### config.mk
export PLATFORM = sky130hd
export DESIGN_NAME = gate_tt_sequencer
export DESIGN_NICKNAME = d
export VERILOG_FILES = /design/src/rtl/gate_tt_sequencer_pkg.sv /design/src/rtl/settle_timer.sv /design/src/rtl/gate_tt_sequencer.sv
export SDC_FILE = /design/constraint.sdc
export NUM_CORES = 1
export LEC_CHECK = 0
export CAP_MARGIN = 40
export CORE_ASPECT_RATIO = 0.7
export CORE_MARGIN = 1
export CORE_UTILIZATION = 30
export DETAILED_ROUTE_END_ITERATION = 6
export GPL_TIMING_DRIVEN = 0
export PLACE_DENSITY = 0.47
export SYNTH_ARGS = -nofsm -noshare
export SYNTH_HDL_FRONTEND = slang
export SYNTH_SLANG_ARGS = --single-unit
export TNS_END_PERCENT = 20
### constraint.sdc
create_clock -name clk -period 4.3 [get_ports clk]
set_input_delay 0.43 -clock clk [delete_from_list [all_inputs] [get_ports clk]]
set_output_delay 0.43 -clock clk [all_outputs]
set_load 0.02 [all_outputs]
### src/rtl/gate_tt_sequencer_pkg.sv
`default_nettype none
// =============================================================================
// gate_tt_sequencer_pkg -- FSM state encoding and reference truth tables
// Rev 1.0
// =============================================================================
package gate_tt_sequencer_pkg;

    typedef enum logic [1:0] {
        ST_IDLE   = 2'd0,
        ST_SETTLE = 2'd1,
        ST_SAMPLE = 2'd2,
        ST_DONE   = 2'd3
    } state_e;

    // Bit k of each table is the gate output for input vector k.
    localparam logic [15:0] TT_AND4  = 16'h8000;
    localparam logic [15:0] TT_OR4   = 16'hFFFE;
    localparam logic [15:0] TT_NAND4 = 16'h7FFF;
    localparam logic [15:0] TT_XOR4  = 16'h6996;

    localparam logic [3:0]  LAST_IDX = 4'd15;

endpackage
`default_nettype wire

### src/rtl/settle_timer.sv
`default_nettype none
// =============================================================================
// settle_timer -- 4-bit settle counter, expires after SETTLE counted cycles
// Rev 1.0
// =============================================================================
module settle_timer #(
    parameter int SETTLE = 1
) (
    input  logic clk,
    input  logic rst,
    input  logic load,
    input  logic en,
    output logic expired
);

    logic [3:0] cnt_q;
    logic [3:0] cnt_d;

    always_comb begin
        cnt_d = cnt_q;
        if (load) begin
            cnt_d = 4'd0;
        end else if (en) begin
            cnt_d = cnt_q + 4'd1;
        end
    end

    always_ff @(posedge clk or posedge rst) begin
        if (rst) begin
            cnt_q <= 4'd0;
        end else begin
            cnt_q <= cnt_d;
        end
    end

    assign expired = (cnt_q == 4'(SETTLE - 1));

endmodule
`default_nettype wire

### src/rtl/gate_tt_sequencer.sv
`default_nettype none
// =============================================================================
// gate_tt_sequencer -- sweeps 16 vectors through a 4-input GUT, checks table
// Rev 1.0
// =============================================================================
module gate_tt_sequencer
    import gate_tt_sequencer_pkg::*;
#(
    parameter int          SETTLE   = 1,
    parameter logic [15:0] EXPECTED = TT_AND4
) (
    input  logic        clk,
    input  logic        rst,
    input  logic        start,
    output logic [3:0]  gate_in,
    input  logic        gate_out,
    output logic        busy,
    output logic        done,
    output logic [15:0] table_out,
    output logic        pass
);

    state_e      state_q, state_d;
    logic [3:0]  idx_q, idx_d;
    logic [3:0]  gate_in_q, gate_in_d;
    logic        busy_q, busy_d;
    logic        done_q, done_d;
    logic [15:0] table_q, table_d;
    logic        pass_q, pass_d;
    logic        tmr_load;
    logic        tmr_en;
    logic        tmr_expired;

    settle_timer #(
        .SETTLE (SETTLE)
    ) u_settle_timer (
        .clk     (clk),
        .rst     (rst),
        .load    (tmr_load),
        .en      (tmr_en),
        .expired (tmr_expired)
    );

    always_comb begin
        state_d   = state_q;
        idx_d     = idx_q;
        gate_in_d = gate_in_q;
        busy_d    = busy_q;
        done_d    = 1'b0;
        table_d   = table_q;
        pass_d    = pass_q;
        tmr_load  = 1'b0;
        tmr_en    = 1'b0;
        case (state_q)
            ST_IDLE: begin
                gate_in_d = 4'd0;
                busy_d    = 1'b0;
                if (start) begin
                    state_d  = ST_SETTLE;
                    idx_d    = 4'd0;
                    tmr_load = 1'b1;
                    table_d  = 16'h0000;
                    pass_d   = 1'b0;
                    busy_d   = 1'b1;
                end
            end
            ST_SETTLE: begin
                tmr_en = 1'b1;
                if (tmr_expired) begin
                    state_d = ST_SAMPLE;
                end
            end
            ST_SAMPLE: begin
                table_d[idx_q] = gate_out;
                if (idx_q == LAST_IDX) begin
                    // Pass is resolved on the edge into DONE so it is valid alongside done.
                    state_d = ST_DONE;
                    busy_d  = 1'b0;
                    done_d  = 1'b1;
                    pass_d  = (table_d == EXPECTED);
                end else begin
                    state_d   = ST_SETTLE;
                    idx_d     = idx_q + 4'd1;
                    gate_in_d = idx_q + 4'd1;
                    tmr_load  = 1'b1;
                end
            end
            ST_DONE: begin
                state_d   = ST_IDLE;
                gate_in_d = 4'd0;
            end
            default: begin
                state_d = ST_IDLE;
            end
        endcase
    end

    always_ff @(posedge clk or posedge rst) begin
        if (rst) begin
            state_q   <= ST_IDLE;
            idx_q     <= 4'd0;
            gate_in_q <= 4'd0;
            busy_q    <= 1'b0;
            done_q    <= 1'b0;
            table_q   <= 16'h0000;
            pass_q    <= 1'b0;
        end else begin
            state_q   <= state_d;
            idx_q     <= idx_d;
            gate_in_q <= gate_in_d;
            busy_q    <= busy_d;
            done_q    <= done_d;
            table_q   <= table_d;
            pass_q    <= pass_d;
        end
    end

    assign gate_in   = gate_in_q;
    assign busy      = busy_q;
    assign done      = done_q;
    assign table_out = table_q;
    assign pass      = pass_q;

endmodule
`default_nettype wire

==> flow_summary.toml <==
[clock_network]
cts_resized = 0
hold_buffers = 0
cts_inserted_buffers = 5
cts_tree = "done"
h-tree-depth = 2
cts_sinks = 33
path_clk_slew_ns = 0.07
post-cts-setup-buffers = 0
clk_latency_ns = 0.28
clock_path_buffers = 2
cts-root-buf = "clkbuf_8"

[worst_setup_path]
crit_type = "register to register"
cp-end-kind = "register"
arrival_ns = 2.50
cp-start-kind = "register"
crit_fanout = 8
required_ns = 4.51

[grt]
grt_pass1_vias = 1747
grt_max_degree = 13
grt_pass1_wl_um = 9225
grt_usage_pct = 17.30
antenna_found_initial = 0
grt-ovfl-total = 0

[place]
routabilityCongestion = 0.8336
io_buffer_count = 26
place_hpwl_um = 3960

[synth]
yosysUniqueCellTypes = 40
syn-cell-area_um2 = 1986
ys_ff_latch = 33
synth.top_cell.area_share_pct = 41.59
ys.flop_type = "dfrtp_1"
synth_nets = 238
synth_cells = 222
synth_edf_count = 0
yosys_warnings = 0
yosysTopAreaCell = "dfrtp_1"
yosys-top-cells-area = "dfrtp_1 (42%), o21ai_0 (10%), ha_1 (7.6%), a21oi_1 (5.3%), nand2_1 (3.8%)"
ys_async_sr_fraction_pct = 100.0
avgSynthCellArea_um2 = 8.944
ys_seq_area_share_pct = 41.59

[sta]
max_slew_margin_pct = 65.26
rsz0062_at_grt = "false"
whs_ns = 0.4815
slew_violations = 0
worst_pin_slew_ns = 0.5205
setup_violations = 0
skew_ns = 0.001962
hold_viol = 0
fin_crit_ns = 2.295
finalCritPeriodShare_pct = 53.38
max_freq_mhz = 435.6
tns_ns = 0

[power]
p_leak_nw = 1.071
peakVddDrop_uv = 174.7
powerDensity_nw_per_um2 = 526.7

[floorplanning]
fp-row-count = 24
core-area_um2 = 6306
initial_core_util_pct = 31.49
die_area_um2 = 6953
die_h_um = 70.07
num_io_pins = 27
dieWidth_um = 99.24

[finish]
layout-drive-gt1-share_pct = 7.752
area_delta_synth_final_pct = 23.57
nets = 273
seq_area_um2 = 825.8
multi_input_area_um2 = 1061
fin_util_pct = 38.91
n_fill_cell = 674
diodes = 0

[detailed_routing]
drt_wl_total_um = 5328
num_vias = 1729
drc = 0
first_pass_iters = 4
avgViaCountPerCell = 5.146
wire_per_inst_um = 15.86
drt_iter0_markers = 136
route.antenna.remaining_nets = 0

[status]
outcome = "completed"

[hold_path]
min_path_type = "register to register"

[run]
cap_violations = 0
## critical path: stages, from the launching register on
cell	delay, ns
dfrtp_1	0.45
inv_1	0.22
ha_1	0.18
clkbuf_1	0.31
nor2b_1	0.23
mux2_1	0.33
o2bb2ai_1	0.19
o2111ai_1	0.14
o21ai_1	0.16
## layer usage
layer	routed length (um)	GRT usage [%]
met4	38	3.922
met5	0	0
met1	2996	28.56
met3	321	3.303
met2	1971	22.38
## report_power, final
group | leakage (nW) | internal (mW) | switching, mW
sequential | 0.448 | 0.369 | 0.0544
clock | 0.0395 | 0.115 | 0.113
combinational | 0.583 | 0.246 | 0.395
## final cells by class
class | count | area share [%]
Multi-Input combinational cell | 168 | 43.24
Sequential cell | 33 | 33.66
Timing Repair Buffer | 28 | 11.83
Tap cell | 78 | 3.978
Clock buffer | 8 | 3.264
Buffer | 12 | 2.652
Inverter | 9 | 1.377
## worst paths after layout
check	startpoint	end	slack [ns]	cells after the start
worst max-delay path	idx_q[0]	pass	2.00	8
worst min-delay path	gate_in[0]	gate_in[0]	0.48	2
worst max register to register	idx_q[0]	pass	2.00	8
worst min register to register	gate_in[0]	gate_in[0]	0.48	2
max in group asynchronous	rst	table_out[7]	3.34	3
min in group asynchronous	rst	gate_in[2]	0.49	2
## flip-flops by register name, indices dropped and copies added (netlist names)
register / flops
table_out: 16
state_q: 2
idx_q: 4
u_settle_timer.cnt_q: 4
gate_in: 4
done: 1
pass: 1
busy: 1
## logic make-up (layout without fill, tap and decap cells)
logic type,after synthesis,count (layout),share of synthesized area (%)
XOR/XNOR,5,5,2.206
AND/OR/NAND/NOR,65,65,16.38
flip-flops,33,33,41.59
buffers and inverters,21,57,4.978
multiplexers,5,5,2.709
AO/OA/AOI/OAI,81,81,24.58
adder cells (fa/ha/maj),12,12,7.561
## Yosys cell counts, drive strengths merged, types with 3 or more instances
library cell	n
mux2	3
a22o	5
a21boi	3
nor2	15
inv	9
nand2	21
a21oi	21
buf	6
nor2b	6
o21ai	41
clkbuf	6
xor2	3
nand3	7
nand2b	5
dfrtp	33
ha	12
## cells in the final DEF, fill, tap and decap left out, drive strengths merged
master          n
a2111oi         1
a211oi          1
a21boi          3
a21oi          21
a22o            5
a31oi           1
a32o            1
and2            2
and3            1
buf             8
clkbuf         14
clkdlybuf4s50  26
dfrtp          33
ha             12
inv             9
mux2            3
mux2i           2
nand2          21
nand2b          5
nand3           7
nand4           1
nor2           15
nor2b           6
nor3            2
nor4            2
o2111ai         2
o21ai          41
o22ai           1
o2bb2ai         1
o32a            1
o32ai           2
or2             2
or3             1
xnor2           2
xor2            3
## through the flow
step | total power [mW] | setup slack (ns) | cell area [um^2] | instances
floorplan | 0.8605 | 2.421 | 1986 | 222
finish | 1.292 | 2.005 | 2454 | 336
global placement | 1.068 | 1.952 | 2344 | 326
global route | 1.410 | 1.843 | 2454 | 336
detailed placement | 1.067 | 2.025 | 2374 | 328
CTS | 1.303 | 2.017 | 2454 | 336
No activity file was read; power rests on OpenSTA's default activity.
